<file path="config.mk">
export PLATFORM = sky130hd
export DESIGN_NAME = branch_resolve_unit
export DESIGN_NICKNAME = d
export VERILOG_FILES = /design/src/rtl/branch_resolve_unit.sv
export SDC_FILE = /design/constraint.sdc
export NUM_CORES = 1
export LEC_CHECK = 0
export ABC_CLOCK_PERIOD_IN_PS = 4200
export BUFFER_PORTS_ARGS = -buffer_cell sky130_fd_sc_hd__buf_2
export CORE_MARGIN = 1
export CORE_UTILIZATION = 25
export DETAILED_ROUTE_END_ITERATION = 8
export GPL_ROUTABILITY_DRIVEN = 0
export GPL_TIMING_DRIVEN = 0
export PLACE_DENSITY_LB_ADDON = 0.3
export SLEW_MARGIN = 5
export SYNTH_ARGS = -nofsm -noshare
export SYNTH_HDL_FRONTEND = slang
export SYNTH_SLANG_ARGS = --single-unit
</file>
<file path="constraint.sdc">
create_clock -name clk -period 4.2 [get_ports clk]
set_clock_uncertainty 0.05 [all_clocks]
set_input_delay 0.84 -clock clk [delete_from_list [all_inputs] [get_ports clk]]
set_output_delay 0.84 -clock clk [all_outputs]
set_load 0.01 [all_outputs]
</file>
<file path="src/rtl/branch_resolve_unit.sv">
// branch_resolve_unit: decodes a B-type branch, evaluates its condition and target, flags illegal/misaligned.
// Latency: 1 cycle from input accept to out_valid, with full throughput while out_ready is high.
// Backpressure: in_ready = !out_valid || out_ready; a held result keeps every out_* stable.
// Optional statistics counters are built when BRANCH_STATS_EN is defined.
module branch_resolve_unit #(
  parameter int XLEN   = 32,
  parameter int IALIGN = 32,
  parameter int CNT_W  = 16
) (
  input  logic              clk,
  input  logic              rst,
  input  logic              in_valid,
  output logic              in_ready,
  input  logic [31:0]       instruction,
  input  logic [XLEN-1:0]   pc,
  input  logic [XLEN-1:0]   rs1_data,
  input  logic [XLEN-1:0]   rs2_data,
  output logic              out_valid,
  input  logic              out_ready,
  output logic              out_taken,
  output logic [XLEN-1:0]   out_target,
  output logic [4:0]        out_rs1,
  output logic [4:0]        out_rs2,
  output logic [2:0]        out_funct3,
  output logic              out_illegal,
`ifdef BRANCH_STATS_EN
  output logic              out_misaligned,
  output logic [CNT_W-1:0]  stat_branches,
  output logic [CNT_W-1:0]  stat_taken
`else
  output logic              out_misaligned
`endif
);

  localparam logic [6:0] OPC_BRANCH = 7'b1100011;
  // Low target bits that must be zero: 2-byte alignment checks bit 0, 4-byte checks bits 1:0.
  localparam logic [1:0] ALIGN_MASK = (IALIGN == 16) ? 2'b01 : 2'b11;

  logic              out_valid_q,  out_valid_d;
  logic              taken_q,      taken_d;
  logic [XLEN-1:0]   target_q,     target_d;
  logic [4:0]        rs1_q,        rs1_d;
  logic [4:0]        rs2_q,        rs2_d;
  logic [2:0]        funct3_q,     funct3_d;
  logic              illegal_q,    illegal_d;
  logic              misaligned_q, misaligned_d;

  logic              accept;
  logic [6:0]        opcode;
  logic [2:0]        funct3;
  logic [12:0]       imm13;
  logic [XLEN-1:0]   imm_ext;
  logic [XLEN-1:0]   target;
  logic              illegal;
  logic              cond;
  logic              taken;
  logic              misaligned;

  // Decode the instruction and resolve condition, target and alignment for the incoming branch.
  always_comb begin
    opcode     = instruction[6:0];
    funct3     = instruction[14:12];
    imm13      = {instruction[31], instruction[7], instruction[30:25], instruction[11:8], 1'b0};
    imm_ext    = {{(XLEN-13){imm13[12]}}, imm13};
    target     = pc + imm_ext;
    illegal    = (opcode != OPC_BRANCH) || (funct3 == 3'b010) || (funct3 == 3'b011);
    cond       = 1'b0;
    case (funct3)
      3'b000:  cond = (rs1_data == rs2_data);
      3'b001:  cond = (rs1_data != rs2_data);
      3'b100:  cond = ($signed(rs1_data) <  $signed(rs2_data));
      3'b101:  cond = ($signed(rs1_data) >= $signed(rs2_data));
      3'b110:  cond = (rs1_data <  rs2_data);
      3'b111:  cond = (rs1_data >= rs2_data);
      default: cond = 1'b0;
    endcase
    taken      = !illegal && cond;
    misaligned = taken && (|(target[1:0] & ALIGN_MASK));
  end

  // Handshake: reset keeps in_ready high so upstream never sees a stall while the pipe is flushed.
  always_comb begin
    in_ready = rst || !out_valid_q || out_ready;
    accept   = in_valid && in_ready;
  end

  // Output stage next state: load on accept, otherwise hold; valid clears once drained.
  always_comb begin
    out_valid_d  = out_valid_q;
    taken_d      = taken_q;
    target_d     = target_q;
    rs1_d        = rs1_q;
    rs2_d        = rs2_q;
    funct3_d     = funct3_q;
    illegal_d    = illegal_q;
    misaligned_d = misaligned_q;
    if (accept) begin
      out_valid_d  = 1'b1;
      taken_d      = taken;
      target_d     = target;
      rs1_d        = instruction[19:15];
      rs2_d        = instruction[24:20];
      funct3_d     = funct3;
      illegal_d    = illegal;
      misaligned_d = misaligned;
    end else if (out_ready) begin
      out_valid_d  = 1'b0;
    end
  end

  // Output register; reset drops any held result.
  always_ff @(posedge clk) begin
    if (rst) begin
      out_valid_q  <= 1'b0;
      taken_q      <= 1'b0;
      target_q     <= '0;
      rs1_q        <= '0;
      rs2_q        <= '0;
      funct3_q     <= '0;
      illegal_q    <= 1'b0;
      misaligned_q <= 1'b0;
    end else begin
      out_valid_q  <= out_valid_d;
      taken_q      <= taken_d;
      target_q     <= target_d;
      rs1_q        <= rs1_d;
      rs2_q        <= rs2_d;
      funct3_q     <= funct3_d;
      illegal_q    <= illegal_d;
      misaligned_q <= misaligned_d;
    end
  end

  assign out_valid      = out_valid_q;
  assign out_taken      = taken_q;
  assign out_target     = target_q;
  assign out_rs1        = rs1_q;
  assign out_rs2        = rs2_q;
  assign out_funct3     = funct3_q;
  assign out_illegal    = illegal_q;
  assign out_misaligned = misaligned_q;

`ifdef BRANCH_STATS_EN
  localparam logic [CNT_W-1:0] CNT_MAX = {CNT_W{1'b1}};

  logic [CNT_W-1:0] branches_q, branches_d;
  logic [CNT_W-1:0] taken_cnt_q, taken_cnt_d;
  logic             retire;

  // Count legal branches leaving through the output handshake, saturating at all-ones.
  always_comb begin
    retire      = out_valid_q && out_ready && !illegal_q;
    branches_d  = branches_q;
    taken_cnt_d = taken_cnt_q;
    if (retire) begin
      if (branches_q != CNT_MAX) begin
        branches_d = branches_q + CNT_W'(1);
      end
      if (taken_q && (taken_cnt_q != CNT_MAX)) begin
        taken_cnt_d = taken_cnt_q + CNT_W'(1);
      end
    end
  end

  // Statistics registers.
  always_ff @(posedge clk) begin
    if (rst) begin
      branches_q  <= '0;
      taken_cnt_q <= '0;
    end else begin
      branches_q  <= branches_d;
      taken_cnt_q <= taken_cnt_d;
    end
  end

  assign stat_branches = branches_q;
  assign stat_taken    = taken_cnt_q;
`endif

endmodule

</file>
==> flow_metrics.py <==
metrics = {
    "synth": {
        "async_flop_share_pct": 0,
        "synthMuxAreaShare_pct": 0,
        "synth_top_family_by_area": "compound AO/OA/AOI/OAI gates",
        "synth_fa_ha_area_share_pct": 19.5,
        "synth_edf_count": 0,
        "syn_nets": 729,
        "ys_seq_area_share_pct": 24.1,
        "ys_types": 57,
        "ys_seq_elements": 49,
        "synth_compound_area_share_pct": 24.8,
        "synthesis.instances": 534,
        "synthSimpleGateAreaFrac_pct": 22.1,
        "syn_area_mm2": 0.00407,
        "syn_avg_cell_area_um2": 7.63,
        "synth_flop_cell": "dfxtp_1",
        "synth_xor_area_share_pct": 4.09,
        "ys_warn_count": 0,
    },
    "setup_path": {
        "ff2ff_setup_slack_ns": 2.08,
        "worstSetupStartpointType": "input pin",
        "rr_worst_depth": 5,
        "slowest_delay_ns": 0.47,
        "crit_chain": "buf_2 > ha_1 > nand2_1 > nor4b_1 > nand3b_1 > o32a_1 > a211o_2 > a31oi_4 > a21oi_2 > or4b_1 > nand3_1",
        "slowest_stage": "or4b_1",
        "r2r_end": "out_target[14]$_SDFFE_PP0P_",
        "critPathMaxFanout": 20,
        "critPathRequiredTime_ns": 4.39,
        "crit-reg2reg-launch": "out_valid$_SDFFE_PP0P_",
        "path_class": "in -> reg",
        "arrival_ns": 3.72,
        "cp-end-kind": "flop",
    },
    "worst_hold_path": {
        "hold_path_depth": 2,
        "hp-class": "reg -> reg",
        "min_from": "out_target[24]$_SDFFE_PP0P_",
        "min_to": "out_target[24]$_SDFFE_PP0P_",
    },
    "timing": {
        "slew_viol_final": 0,
        "finalCritPeriodShare_pct": 84.1,
        "tightest_slew_ns": 1.12,
        "fmax_mhz": 283,
        "setup_violations": 0,
        "min_period_ns": 3.53,
        "setup_tns_ns": 0,
        "finalHoldViolations": 0,
        "finalWorstSetupSlack_ns": 0.669,
        "rsz0062_at_grt": "no",
        "slew_headroom_pct": 25.0,
    },
    "route": {
        "vias": 4388,
        "finalWirelength_mm": 13.1,
        "firstDrtPassIters": 4,
        "routed_via_density": 4.68,
        "wl_per_cell_um": 14.0,
        "ant_nets": 0,
        "drcViolationCount": 0,
        "drt_iter0_drc": 233,
    },
    "final_layout": {
        "antennaDiodeCount": 0,
        "drive_above_1_share_pct": 27.1,
        "fin_cells": 938,
        "fill_cells": 1785,
        "syn2layout_area_growth_pct": 32.3,
        "fin_nets": 916,
    },
    "cts": {
        "clock_path_buffers": 2,
        "htreeDepth": 2,
        "clk_latency_ns": 0.31,
        "hold_buffers": 0,
        "clock-sinks": 49,
        "clockRootBuffer": "clkbuf_16",
        "numCtsBuffers": 5,
        "cts_resized": 0,
        "cts_tree": "built",
        "cts_setup_buffers": 0,
        "path_clk_slew_ns": 0.07,
    },
    "die": {
        "design.die.area_mm2": 0.0168,
        "rows": 46,
        "io_pins": 182,
        "core_area_mm2": 0.0159,
        "die_y_um": 130,
        "initial_core_util_pct": 25.6,
        "die_w_um": 130,
    },
    "placed_design": {
        "dpl.hpwl_mm": 10.6,
        "io_buffers": 180,
        "place_ws_ns": 0.390,
        "placedCellCount": 930,
    },
    "global_route": {
        "grt_max_degree": 21,
        "grt_first_pass_wirelength_mm": 19.7,
        "grt.total_usage_pct": 15.2,
        "grt_overflow": 0,
        "grt_pass1_vias": 3998,
        "antenna_found_initial": 0,
    },
    "power_and_ir_drop": {
        "p_int_mw": 0.958,
        "pwr-share-clk_pct": 28.8,
        "power_density_mw_per_mm2": 271,
        "swShare_pct": 34.4,
        "irDropWorstVdd_uv": 140,
        "power_frac_seq_pct": 36.0,
        "p_sw_mw": 0.503,
        "combPwrFrac_pct": 35.3,
        "leakagePower_nw": 2.72,
    },
    "outcome": {
        "outcome": "complete, no violations",
    },
    "job": {
        "maxCapViolCount": 0,
    },
}
logic make-up after synthesis:
family                     after synthesis
adders and majority gates               63
and+or+nand+nor                        183
DFF                                     49
buffers and inverters                   58
AOI/OAI and AO/OA                      162
xor gates and xnor gates                19
state kept, by name, summed over array words and instances (netlist names):
name / flops
out_valid: 1
out_illegal: 1
out_rs2: 5
out_rs1: 5
out_target: 32
out_taken: 1
out_misaligned: 1
out_funct3: 3
worst max-delay path, delay by kind of cell:
family / cells / cell delay, ns
compound gates: 4 / 0.93
simple gates: 5 / 1.25
fa+ha+maj: 1 / 0.45
buf+inv: 1 / 0.24
cells in the final DEF, fill, tap and decap left out, drive strengths merged, types with 12 or more instances in the layout:
master / count
a211oi: 12
buf: 182
nand2: 73
nor2: 30
o21ai: 30
dfxtp: 49
clkbuf: 17
a21o: 20
inv: 45
ha: 62
a21oi: 69
per-layer routing:
layer,routed length [um],vias up,track usage [%],part of all wire (%)
met5,0,-,0,0
met4,190,0,4.72,1.5
met3,897,12,2.73,6.8
met2,5860,154,26.0,45
met1,6150,1938,19.4,47
li1,-,2284,-,-
power by group through the flow:
stage	clock, mW	combinational (mW)	sequential [mW]
2_1_floorplan	0	0.306	0.554
3_3_place_gp	0	0.518	0.536
3_5_place_dp	0	0.519	0.536
4_1_cts	0.432	0.521	0.526
5_1_grt	0.454	0.584	0.531
6_report	0.420	0.515	0.525
Yosys cell counts, types with 5 or more instances:
master     n  area share, %
nand2_1   73            6.7
a21oi_1   68            8.4
ha_1      62             19
dfxtp_1   49             24
inv_1     45            4.1
nor2_1    29            2.7
o21ai_0   29            3.6
a21o_1    19            3.5
a211oi_1  11            2.0
clkbuf_1  11            1.0
nand3_1   11            1.4
nor2b_1   11            1.7
nor3_1    11            1.4
xnor2_1   10            2.2
xor2_1     9            1.9
nand4_1    8            1.2
nand2b_1   6           0.92
o21a_1     5           0.92
worst max path at each step:
stage / endpoint / cells past startpoint / startpoint
after floorplan: out_target[29]$_SDFFE_PP0P_ / 12 / instruction[8]
after global placement: out_target[19]$_SDFFE_PP0P_ / 11 / instruction[31]
after detailed placement: out_target[29]$_SDFFE_PP0P_ / 11 / instruction[31]
after CTS: out_target[29]$_SDFFE_PP0P_ / 11 / instruction[31]
after global routing: out_target[28]$_SDFFE_PP0P_ / 11 / instruction[31]
final: out_target[29]$_SDFFE_PP0P_ / 11 / instruction[31]
metrics by stage:
step	hold slack (ns)	instance area [um^2]	power (mW)	util, %
2_1_floorplan	0.426	4070	0.860	-
3_3_place_gp	0.387	5240	1.05	33.0
3_5_place_dp	0.392	5240	1.06	33.0
4_1_cts	0.400	5390	1.48	33.9
5_1_grt	0.426	5390	1.57	33.9
6_report	0.399	5390	1.46	33.9
area by class of cell:
class	count	area (um^2)	share of cell area, %
buffer	13	48.8	0.906
multi-input combinational	427	2870	53.3
inverter	45	169	3.14
sequential	49	981	18.2
clock buffer	6	129	2.39
tap	216	270	5.02
clock inverter	2	15.0	0.279
timing repair buffer	180	901	16.7
(Power assumes the default switching activity.)
